## config.mk

```make
export PLATFORM = sky130hd
export DESIGN_NAME = systemizer_ctrl
export DESIGN_NICKNAME = d
export VERILOG_FILES = /design/src/rtl/systemizer_pkg.sv /design/src/rtl/systemizer_wdog.sv /design/src/rtl/systemizer_ctrl.sv
export SDC_FILE = /design/constraint.sdc
export NUM_CORES = 1
export LEC_CHECK = 0
export BUFFER_PORTS_ARGS = -buffer_cell sky130_fd_sc_hd__buf_2
export CAP_MARGIN = 0
export CORE_UTILIZATION = 47
export CTS_CLUSTER_SIZE = 28
export DETAILED_ROUTE_END_ITERATION = 8
export PLACE_DENSITY = 0.9
export SLEW_MARGIN = 0
export SYNTH_ARGS = -nofsm -noshare
export SYNTH_HDL_FRONTEND = slang
export SYNTH_SLANG_ARGS = --single-unit
```

## constraint.sdc

```tcl
create_clock -name clk -period 2.7 [get_ports clk]
set_input_delay 0.135 -clock clk [delete_from_list [all_inputs] [get_ports clk]]
set_output_delay 0.135 -clock clk [all_outputs]
set_load 0.03 [all_outputs]
```

## src/rtl/systemizer_pkg.sv

```systemverilog
// systemizer_pkg: definitions shared by the systemizer core, its sequencing
// controller and the watchdog. It holds the controller state encoding, the
// op-code constants and the default geometry, with derived widths.
//   EW    element width (bits per field element)
//   WW    memory word width (BLOCK elements per word)
//   DEPTH words per matrix
//   AW    memory address width
`ifndef CLOG2
`define CLOG2(x) $clog2(x)
`endif

package systemizer_pkg;

    typedef enum logic [2:0] {
        ST_IDLE   = 3'd0,
        ST_LOAD   = 3'd1,
        ST_RUN_L  = 3'd2,
        ST_RUN_R  = 3'd3,
        ST_UNLOAD = 3'd4
    } state_t;

    localparam logic [1:0] OP_NONE = 2'd0;
    localparam logic [1:0] OP_A    = 2'd1;
    localparam logic [1:0] OP_B    = 2'd2;
    localparam logic [1:0] OP_AB   = 2'd3;

    localparam int DEF_L     = 8;
    localparam int DEF_K     = 16;
    localparam int DEF_M     = 3;
    localparam int DEF_BLOCK = 4;

    localparam int EW    = `CLOG2(DEF_M);
    localparam int WW    = DEF_BLOCK * EW;
    localparam int DEPTH = DEF_L * DEF_K / DEF_BLOCK;
    localparam int AW    = `CLOG2(DEPTH);

endpackage

```

## src/rtl/systemizer_wdog.sv

```systemverilog
// systemizer_wdog: phase watchdog. It is a down-counter that is reloaded
// with TIMEOUT-1 while clear is high and decrements while run is high.
// expired is high on a run cycle where the counter has reached zero. That
// is the TIMEOUT-th cycle counted since the last clear.
//   clk, rst_n  clock and asynchronous active-low reset
//   clear       reload the counter (has priority over run)
//   run         count this cycle
//   expired     terminal count reached while running
module systemizer_wdog
    import systemizer_pkg::*;
#(
    parameter int TIMEOUT = 4096
) (
    input  logic clk,
    input  logic rst_n,
    input  logic clear,
    input  logic run,
    output logic expired
);

    localparam int CW = (TIMEOUT > 1) ? $clog2(TIMEOUT) : 1;
    localparam logic [CW-1:0] TC_LOAD = CW'(TIMEOUT - 1);

    logic [CW-1:0] cnt;

    always_ff @(posedge clk or negedge rst_n) begin
        if (!rst_n) begin
            cnt <= TC_LOAD;
        end else if (clear) begin
            cnt <= TC_LOAD;
        end else if (run && (cnt != '0)) begin
            cnt <= cnt - CW'(1);
        end
    end

    assign expired = run && (cnt == '0);

endmodule

```

## src/rtl/systemizer_ctrl.sv

```systemverilog
// systemizer_ctrl: sequencing controller for the systemizer core.
// It loads a matrix from the host stream into the shared 1R1W memory, runs
// the left and right phases on the core with the memory ports handed over,
// and then streams the result back to the host.
//   clk, rst_n                   clock and asynchronous active-low reset
//   cmd_start, cmd_abort         job start (honoured in IDLE) and abort
//   cfg_left_op, cfg_right_op    op codes, latched on an accepted start
//   in_valid/in_ready/in_data    host load stream
//   out_valid/out_ready/out_data host result stream
//   busy, status_*               registered job status; status bits are sticky
//   sys_*                        core control and core memory port
//   mem_*                        shared memory port (1-cycle read latency)
//
// state     | meaning
// ----------+-----------------------------------------------------------
// ST_IDLE   | waiting for cmd_start
// ST_LOAD   | host words written to memory at ptr, 0..DEPTH-1
// ST_RUN_L  | core owns memory, left phase, watchdog running
// ST_RUN_R  | core owns memory, right phase, watchdog running
// ST_UNLOAD | memory read at ptr and streamed to the host
module systemizer_ctrl
    import systemizer_pkg::*;
#(
    parameter  int L       = DEF_L,
    parameter  int K       = DEF_K,
    parameter  int M       = DEF_M,
    parameter  int BLOCK   = DEF_BLOCK,
    parameter  int TIMEOUT = 4096,
    localparam int EW      = `CLOG2(M),
    localparam int WW      = BLOCK * EW,
    localparam int DEPTH   = L * K / BLOCK,
    localparam int AW      = `CLOG2(DEPTH)
) (
    input  logic          clk,
    input  logic          rst_n,
    input  logic          cmd_start,
    input  logic          cmd_abort,
    input  logic [1:0]    cfg_left_op,
    input  logic [1:0]    cfg_right_op,
    input  logic          in_valid,
    output logic          in_ready,
    input  logic [WW-1:0] in_data,
    output logic          out_valid,
    input  logic          out_ready,
    output logic [WW-1:0] out_data,
    output logic          busy,
    output logic          status_success,
    output logic          status_fail,
    output logic          status_timeout,
    output logic          sys_start,
    output logic          sys_start_right,
    output logic [1:0]    sys_left_op,
    output logic [1:0]    sys_right_op,
    input  logic          sys_done,
    input  logic          sys_fail,
    input  logic          sys_success,
    input  logic          sys_rd_en,
    input  logic [AW-1:0] sys_rd_addr,
    output logic [WW-1:0] sys_rd_data,
    input  logic          sys_wr_en,
    input  logic [AW-1:0] sys_wr_addr,
    input  logic [WW-1:0] sys_wr_data,
    output logic          mem_rd_en,
    output logic [AW-1:0] mem_rd_addr,
    input  logic [WW-1:0] mem_rd_data,
    output logic          mem_wr_en,
    output logic [AW-1:0] mem_wr_addr,
    output logic [WW-1:0] mem_wr_data
);

    // One extra bit so the unload pointer can reach DEPTH ("all reads issued").
    localparam int PW = AW + 1;
    localparam logic [PW-1:0] PTR_LAST = PW'(DEPTH - 1);
    localparam logic [PW-1:0] PTR_END  = PW'(DEPTH);

    state_t        state;
    logic [PW-1:0] ptr;
    logic          in_run;
    logic          load_wr;
    logic          rd_issue;
    logic          unload_done;
    logic          wd_expired;

    assign in_run      = (state == ST_RUN_L) || (state == ST_RUN_R);
    assign load_wr     = (state == ST_LOAD) && in_valid && in_ready;
    assign rd_issue    = (state == ST_UNLOAD) && (ptr < PTR_END) && (!out_valid || out_ready);
    assign unload_done = (state == ST_UNLOAD) && (ptr == PTR_END) && out_valid && out_ready;

    // sys_done reloads the watchdog, so RUN_R starts with a full budget.
    systemizer_wdog #(.TIMEOUT(TIMEOUT)) u_wdog (
        .clk     (clk),
        .rst_n   (rst_n),
        .clear   (!in_run || sys_done),
        .run     (in_run),
        .expired (wd_expired)
    );

    assign mem_rd_en   = in_run ? sys_rd_en   : rd_issue;
    assign mem_rd_addr = in_run ? sys_rd_addr : ptr[AW-1:0];
    assign mem_wr_en   = in_run ? sys_wr_en   : load_wr;
    assign mem_wr_addr = in_run ? sys_wr_addr : ptr[AW-1:0];
    assign mem_wr_data = in_run ? sys_wr_data : ((state == ST_LOAD) ? in_data : '0);
    assign sys_rd_data = in_run ? mem_rd_data : '0;
    // No read is issued while a word is stalled, so mem_rd_data holds it.
    assign out_data    = out_valid ? mem_rd_data : '0;

    always_ff @(posedge clk or negedge rst_n) begin
        if (!rst_n) begin
            state           <= ST_IDLE;
            ptr             <= '0;
            in_ready        <= 1'b0;
            out_valid       <= 1'b0;
            busy            <= 1'b0;
            status_success  <= 1'b0;
            status_fail     <= 1'b0;
            status_timeout  <= 1'b0;
            sys_start       <= 1'b0;
            sys_start_right <= 1'b0;
            sys_left_op     <= '0;
            sys_right_op    <= '0;
        end else begin
            sys_start       <= 1'b0;
            sys_start_right <= 1'b0;
            if (cmd_abort) begin
                state     <= ST_IDLE;
                ptr       <= '0;
                in_ready  <= 1'b0;
                out_valid <= 1'b0;
                busy      <= 1'b0;
            end else begin
                case (state)
                    ST_IDLE: begin
                        if (cmd_start) begin
                            status_success <= 1'b0;
                            status_fail    <= 1'b0;
                            status_timeout <= 1'b0;
                            sys_left_op    <= cfg_left_op;
                            sys_right_op   <= cfg_right_op;
                            ptr            <= '0;
                            in_ready       <= 1'b1;
                            busy           <= 1'b1;
                            state          <= ST_LOAD;
                        end
                    end
                    ST_LOAD: begin
                        if (load_wr) begin
                            if (ptr == PTR_LAST) begin
                                ptr       <= '0;
                                in_ready  <= 1'b0;
                                sys_start <= 1'b1;
                                state     <= ST_RUN_L;
                            end else begin
                                ptr <= ptr + PW'(1);
                            end
                        end
                    end
                    ST_RUN_L: begin
                        if (sys_done) begin
                            if (sys_fail) begin
                                status_fail <= 1'b1;
                                busy        <= 1'b0;
                                state       <= ST_IDLE;
                            end else begin
                                sys_start_right <= 1'b1;
                                state           <= ST_RUN_R;
                            end
                        end else if (wd_expired) begin
                            status_timeout <= 1'b1;
                            status_fail    <= 1'b1;
                            busy           <= 1'b0;
                            state          <= ST_IDLE;
                        end
                    end
                    ST_RUN_R: begin
                        if (sys_done) begin
                            // A completion that reports neither flag is treated as a failure.
                            if (sys_success && !sys_fail) begin
                                ptr   <= '0;
                                state <= ST_UNLOAD;
                            end else begin
                                status_fail <= 1'b1;
                                busy        <= 1'b0;
                                state       <= ST_IDLE;
                            end
                        end else if (wd_expired) begin
                            status_timeout <= 1'b1;
                            status_fail    <= 1'b1;
                            busy           <= 1'b0;
                            state          <= ST_IDLE;
                        end
                    end
                    ST_UNLOAD: begin
                        if (rd_issue) begin
                            ptr       <= ptr + PW'(1);
                            out_valid <= 1'b1;
                        end else if (out_ready) begin
                            out_valid <= 1'b0;
                        end
                        if (unload_done) begin
                            status_success <= 1'b1;
                            busy           <= 1'b0;
                            ptr            <= '0;
                            state          <= ST_IDLE;
                        end
                    end
                    default: begin
                        busy  <= 1'b0;
                        state <= ST_IDLE;
                    end
                endcase
            end
        end
    end

endmodule

```

# Word-level counts from Yosys, hierarchy flattened
# Index checks and enable logic that the tools add are counted.
[classes]
addsub = 2
n_lt_le_gt_ge = 1
n_eq_ne = 22
mux = 67
bitwise = 1
reduce_logical = 37
[ops]
columns = ["op", "n"]
rows = [
  ["two-way mux 6 bit", 8],
  ["two-way mux 1 bit", 34],
  ["two-way mux 8 bit", 4],
  ["two-way mux 3 bit", 9],
  ["two-way mux 12 bit", 2],
  ["one-hot mux 6 bit (4 select lines)", 1],
  ["!= test 3 bit, second input constant", 6],
  ["one-hot mux 3 bit (5 select lines)", 1],
  ["AND reduction 5 bit", 3],
  ["zero test 12 bit", 1],
  ["!= test 4 bit, second input constant", 3],
  ["AND reduction 4 bit", 3],
  ["nonzero test 12 bit", 1],
  ["subtractor 12 x 1 -> 12 bit, second input constant", 1],
  ["logical AND 1 bit", 10],
  ["two-way mux 5 bit", 2],
  ["nonzero test 3 bit", 3],
  ["!= test 2 bit, second input constant", 4],
  ["nonzero test 2 bit", 4],
  ["adder 6 x 1 -> 6 bit, second input constant", 1],
  ["== test 3 x 2 -> 1 bit, second input constant", 2],
  ["== test 6 x 5 -> 1 bit, second input constant", 1],
  ["== test 6 bit, second input constant", 1],
  ["< comparator 6 bit, second input constant", 1],
  ["17 further kinds", 24],
]
[totals]
register_bits = 33
out_inout_bits = 48

# Logic depth before layout (Yosys ltp)
# Gate-level depths: netlist of the first run.
[depth]
word_depth = 7
ltp_mapped = 8

# By module
# Synthesis of the first run repeated with hierarchy kept, for this count alone.
[hier_totals]
hier_cells = 250
hier_area_um2 = 2189.6
[by_module_without_submodules]
columns = ["mod", "n_inst", "cells_per_inst", "area_per_inst_um2", "seq_area_each_um2"]
rows = [
  ["systemizer_ctrl", 1, 183, 1488.9, 525.5],
  ["systemizer_wdog", 1, 67, 700.7, 315.3],
]

# Least setup slack after synthesis of the first run
# OpenSTA, ideal clock, no wires.
[synth_path]
path_kind = "register to register"
from = "reg ptr[0]"
to = "reg ptr[3]"
setup_time_ps = 122
arrival_ps = 1838
required_time_ps = 2578
setup_slack_ps = 740
stages_incl_launch_ff = 8
n_path_buf = 0
synth_period_minus_slack_ps = 1960
path_cell_list = "dfrtp_1 -> inv_1 -> ha_1 -> nand4_1 -> o41ai_2 -> a21oi_1 -> a22o_1 -> a32o_1"
[synth_via]
elab_chain_cells = 7
[synth_rtl]
columns = ["item", "line_no", "text"]
rows = [
  ["start, declared", "systemizer_ctrl.sv:77", "logic [PW-1:0] ptr;"],
  ["start signal, assigned", "systemizer_ctrl.sv:153", "ptr <= ptr + PW'(1);"],
  ["start signal, assigned", "systemizer_ctrl.sv:194", "ptr <= ptr + PW'(1);"],
  ["branches (longest 7 deep; another with adder 6 x 1 -> 6 bit)", "--", ""],
]
# Parallel ways; which one is timed is not known. The select of a mux whose other input is x is not followed.
# A chain may end at the register's enable or synchronous reset.

# Worst setup path in the final report of the first run
# Ends and elaborated chain as after synthesis.

==> results of run 1 <==
area by class of cell:
cell class              count  area (um^2)  share of cell area [%]
multi-input cells         191         1160                    42.8
clock inverters             2         8.76                   0.322
inverters                  11         41.3                    1.52
flip-flops and latches     33          841                    30.9
repair buffers            101          520                    19.1
well taps                  50         62.6                    2.30
clock buffers               6         82.6                    3.03
per-layer routing:
metal  part of all wire, %  GRT usage [%]
met5                     0              0
met4                  0.98           7.14
met3                   8.6           5.59
met2                    50           47.1
met1                    40           29.7
path summary, 6_finish.rpt:
kind	startpoint	to	slack (ns)	depth (start not counted)
setup / recovery	ptr[0]	ptr[3]	0.37	7
hold / removal	cfg_left_op[1]	sys_left_op[1]	0.08	2
setup reg to reg	ptr[0]	ptr[3]	0.37	7
hold reg to reg	status_timeout	status_timeout	0.49	2
max in group asynchronous	rst_n	ptr[0]	1.76	2
min in group asynchronous	rst_n	sys_start_right	0.45	2
sequential cells by signal (all words and copies together) (netlist names):
register,count
in_ready,1
status_fail,1
state,3
status_success,1
sys_start_right,1
sys_start,1
busy,1
status_timeout,1
sys_right_op,2
u_wdog.cnt,12
sys_left_op,2
out_valid,1
ptr,6
cell families (layout without fill, tap and decap cells):
group	Yosys count	after routing	share of synthesized area (%)
AND/OR/NAND/NOR	118	118	27.5
adder cells (fa/ha/maj)	4	4	2.39
flip-flops	33	33	40.1
XOR/XNOR	5	5	2.09
AO/OA/AOI/OAI	57	57	20.1
multiplexers	7	7	3.58
buffers and inverters	24	120	4.30
synthesized netlist by cell type, drive strengths merged, types with 2 or more instances:
cell type	number
xnor2	5
nor2b	2
dfstp	12
a211oi	2
mux2i	3
or3	4
nor2	12
o211ai	4
o41ai	2
nand2b	3
ha	4
o31ai	5
a32oi	2
nor4	3
dfrtp	21
nand2	48
a22o	12
or2	2
and2	18
o21ai	8
nor3	10
nand4	2
a21oi	12
a32o	4
nand3	9
clkbuf	12
nor3b	2
mux2	4
inv	11
through the flow:
stage / instance area (um^2) / setup slack (ns) / util, % / total power [mW]
floorplan: 2100 / 0.740 / - / 0.822
global placement: 2620 / 0.588 / 63.2 / 0.949
detailed placement: 2620 / 0.439 / 63.2 / 0.963
CTS: 2720 / 0.430 / 65.7 / 1.35
global route: 2720 / 0.203 / 65.7 / 1.41
finish: 2720 / 0.371 / 65.7 / 1.34
where the power goes:
group / switching (mW) / internal, mW / total, mW
clock network: 0.181 / 0.202 / 0.383
registers: 0.0330 / 0.527 / 0.560
logic: 0.258 / 0.143 / 0.400
critical path: stages, from the launching register on:
cell	delay [ns]
dfrtp_1	0.41
inv_1	0.11
ha_1	0.18
nand4_1	0.12
o41ai_2	0.54
a21oi_1	0.37
a22o_1	0.29
a32o_1	0.20
what timing repair did:
item                                   CTS  global route
hold buffers                             1             0
endpoints found under the hold margin   21             0
gates resized for setup                  0             0
==> flow_metrics.tcl, run 1 <==
set metrics [dict create \
    status "finished clean" \
    ctsLongestPathBuffers 2 \
    ys_types 42 \
    period_needed_ns 2.33 \
    place_congestion 0.866 \
    synth_seq_cells 33 \
    grt_pass1_wl_mm 8.74 \
    final_cells 394 \
    cts_tree "yes" \
    die_h_um 68.8 \
    dr_total_vias 2216 \
    criticalPathCategory "reg2reg" \
    pwr_density_cell_nw_per_um2 493 \
    synth_edf_count 0 \
    syn_inst 248 \
    async_reset_ff_share_pct 100 \
    n_antenna_cell 0 \
    leakage_nw 1.39 \
    yosysSeqAreaShare_pct 40.1 \
    crit_required_ns 2.88 \
    drv_cap 0 \
    min_path_type "in2reg" \
    synth_top_cell_by_area "dfrtp_1" \
    layout_common_cells "buf_2, nand2_1, dfrtp_1, and2_1" \
    grt_max_degree 34 \
    core_area_um2 4140 \
    io_pins 97 \
    die-width_um 68.8 \
    max_clock_freq_mhz 429 \
    finalSetupViolCount 0 \
    path_clk_slew_ns 0.07 \
    grt_pass1_vias 1915 \
    whs_ns 0.0769 \
    viasPerCell 5.62 \
    antenna_found_initial 0 \
    totalNegativeSetupSlack_ns 0 \
    critPathArrivalTime_ns 2.51 \
    worstSetupEndpointType "register" \
    dp_hpwl_mm 4.35 \
    grt-ovfl-total 0 \
    drive_above_1_share_pct 36.9 \
    timing_hold_violations_final 0 \
    h-tree-depth 2 \
    min_period_over_period_pct 86.2 \
    clock_latency_ns 0.29 \
    clockRootBuffer "clkbuf_8" \
    tightest_slew_ns 0.753 \
    synth_area_um2 2100 \
    wl_per_cell_um 14.7 \
    synth_top_area_share_pct 25.1 \
    fp-row-count 23 \
    crit_fanout 8 \
    final_common_cell "buf_2" \
    numPortBuffers 96 \
    fin_skew_ns 0.00863 \
    avgSynthCellArea_um2 8.45 \
    start_kind "register" \
    grt_use_total_pct 25.6 \
    cts_setup_buffers 0 \
    ys_top_cells_by_area "dfrtp_1, dfstp_2, nand2_1" \
    ant_nets 0 \
    numCtsBuffers 5 \
    yosysWarningCount 0 \
    syn_nets 301 \
    start_util_pct 50.6 \
    dr.pass1.iters 5 \
    first_iter_violations 118 \
    dp.cells 385 \
    dieArea_um2 4730 \
    synthToLayoutAreaGrowth_pct 29.9 \
    fill_cells 344 \
    clkSinkCount 33 \
    wl_mm 5.79 \
    synthFlopType "dfrtp_1" \
    vdd_drop_max_v 0.000410 \
    slew_headroom_pct 49.8 \
    drc 0 \
    nets 396 \
    rsz0062_at_grt "false" \
    slew_violations 0 \
]
(Power assumes the default switching activity.)
==> run 2, diff against run 1 <==
CORE_UTILIZATION = 48   (was 47)
CTS_BUF_LIST = sky130_fd_sc_hd__clkbuf_2   (was not set)
PLACE_DENSITY = not set   (was 0.9)
PLACE_DENSITY_LB_ADDON = 0.05   (was not set)
==> run 2 against run 1 <==
Effect of this change: total power down 4.3%; hold slack worse by 0.035 ns; critical endpoint unchanged; core utilization up 1.5 points; global-route usage down 1.1 points; via count down 2.1%; worst setup slack better by 0.056 ns; register-to-register slack better by 0.06 ns; clock skew up 0.020 ns; design area up 0.92%; cell count up 1.3%; critical path depth unchanged; sequential cell count unchanged.
==> flow_metrics.tcl, run 2 (same netlist as run 1, synthesis figures left out) <==
set metrics [dict create \
    dr_wl_met3_um 350 \
    status "finished clean" \
    wl_met1_mm 2.49 \
    antenna_found_initial 0 \
    totalNegativeSetupSlack_ns 0 \
    crit_fanout 8 \
    worstSetupEndpointType "register" \
    ctsLongestPathBuffers 2 \
    viasPerCell 5.44 \
    first_iter_violations 139 \
    criticalPathCategory "reg2reg" \
    fill_cells 387 \
    regMostFlops "u_wdog.cnt" \
    rsz0062_at_grt "false" \
    grt_use_total_pct 24.5 \
    pwr_density_cell_nw_per_um2 468 \
    numPortBuffers 96 \
    largest_reg_flops 12 \
    multiInputGateArea_um2 1160 \
    n_antenna_cell 0 \
    holdPathEnd "sys_start" \
    postPlaceCellArea_um2 2620 \
    route.met2.wl_mm 2.46 \
    reg_top3 "u_wdog.cnt (12), ptr (6), state (3)" \
    place_congestion 0.858 \
    layout_common_cells "buf_2, nand2_1, dfrtp_1, and2_1" \
    critPathArrivalTime_ns 2.56 \
    holdCritStartpoint "in_valid" \
    dp_hpwl_mm 3.97 \
    min_path_type "in2reg" \
    grt_max_degree 34 \
    hold_path_depth 3 \
    final_util_pct 67.2 \
    timing.rr.start "ptr[0]" \
    period_needed_ns 2.27 \
    cts_tree "yes" \
    final_common_cell "buf_2" \
    start_util_pct 51.3 \
    crit_required_ns 2.98 \
    leakage_nw 1.40 \
    grt_pass1_vias 1925 \
    reg2regPathDepth 7 \
    dieArea_um2 4630 \
    tightest_slew_ns 0.746 \
    vdd_drop_max_v 0.000404 \
    drv_cap 0 \
    die-width_um 68.1 \
    setup_ws_ns 0.427 \
    slew_violations 0 \
    path_clk_slew_ns 0.17 \
    start_kind "register" \
    clock_latency_ns 0.38 \
    min_period_over_period_pct 84.2 \
    synthToLayoutAreaGrowth_pct 31.0 \
    io_pins 97 \
    drive_above_1_share_pct 36.4 \
    wl_mm 5.36 \
    die_h_um 68.1 \
    fin_skew_ns 0.0290 \
    h-tree-depth 2 \
    nets 401 \
    final_cells 399 \
    finalSetupViolCount 0 \
    worst-r2r-setup-slack_ns 0.43 \
    placement.setup.worst_slack_ns 0.486 \
    whs_ns 0.0420 \
    clkSinkCount 33 \
    cts_setup_buffers 0 \
    top_layer_used "met4" \
    drc 0 \
    ant_nets 0 \
    grt-ovfl-total 0 \
    grt_pass1_wl_mm 8.45 \
    dr_total_vias 2170 \
    fp-row-count 23 \
    numCtsBuffers 5 \
    core_area_um2 4090 \
    slew_headroom_pct 50.3 \
    timing_hold_violations_final 0 \
    worstReg2RegEnd "ptr[3]" \
    layout.area.seq_um2 841 \
    wl_per_cell_um 13.4 \
    max_clock_freq_mhz 440 \
    final_cell_area_um2 2750 \
    dr.pass1.iters 4 \
    dp.cells 385 \
    p_total_mw 1.28 \
    clockRootBuffer "clkbuf_2" \
]
run 2: changes by cell type in the layout (fill, tap and decap cells not counted):
cell	before	now
dlygate4sd3_1	1	6
clkinvlp_4	0	1
clkbuf_2	0	5
clkbuf_8	6	0
clkinv_2	1	0
bufinv_16	0	1
run 2: how the worst max path moves through the flow:
stage | start | to | slack (ns) | depth (start not counted)
after detailed placement | ptr[0] | ptr[3] | 0.49 | 7
after floorplan | ptr[0] | ptr[3] | 0.74 | 7
final | ptr[0] | ptr[3] | 0.43 | 7
after global placement | ptr[0] | ptr[3] | 0.56 | 7
after CTS | ptr[0] | ptr[3] | 0.44 | 7
after global routing | ptr[0] | ptr[3] | 0.24 | 7
run 2: power breakdown:
group          internal (mW)  leakage, nW  switching, mW
clock network          0.153       0.0366          0.171
registers              0.526        0.406         0.0270
logic                  0.149        0.956          0.258
run 2: final cells by class:
cell class                      count  share of cell area (%)
Timing Repair Buffer              106                    20.8
Sequential cell                    33                    30.6
Tap cell                           50                    2.28
Multi-Input combinational cell    191                    42.4
Clock buffer                        5                   0.911
Inverter                           11                    1.50
Clock inverter                      3                    1.50
run 2: layer usage:
layer	up-vias	GRT usage, %
met5	-	0
li1	1084	-
met4	0	9.38
met1	998	33.1
met2	81	38.1
met3	7	5.17
run 2: repair_timing:
| action | CTS | global route |
|---|---|---|
| hold endpoints to repair | 26 | 0 |
| hold buffers | 6 | 0 |
| gates resized for setup | 0 | 0 |
run 2: critical path, stage by stage, from the launching register on:
cell and delay, ns:
dfrtp_1 0.44, inv_1 0.11, ha_1 0.17, nand4_1 0.11, o41ai_2 0.54, a21oi_1 0.35
a22o_1 0.28, a32o_1 0.19
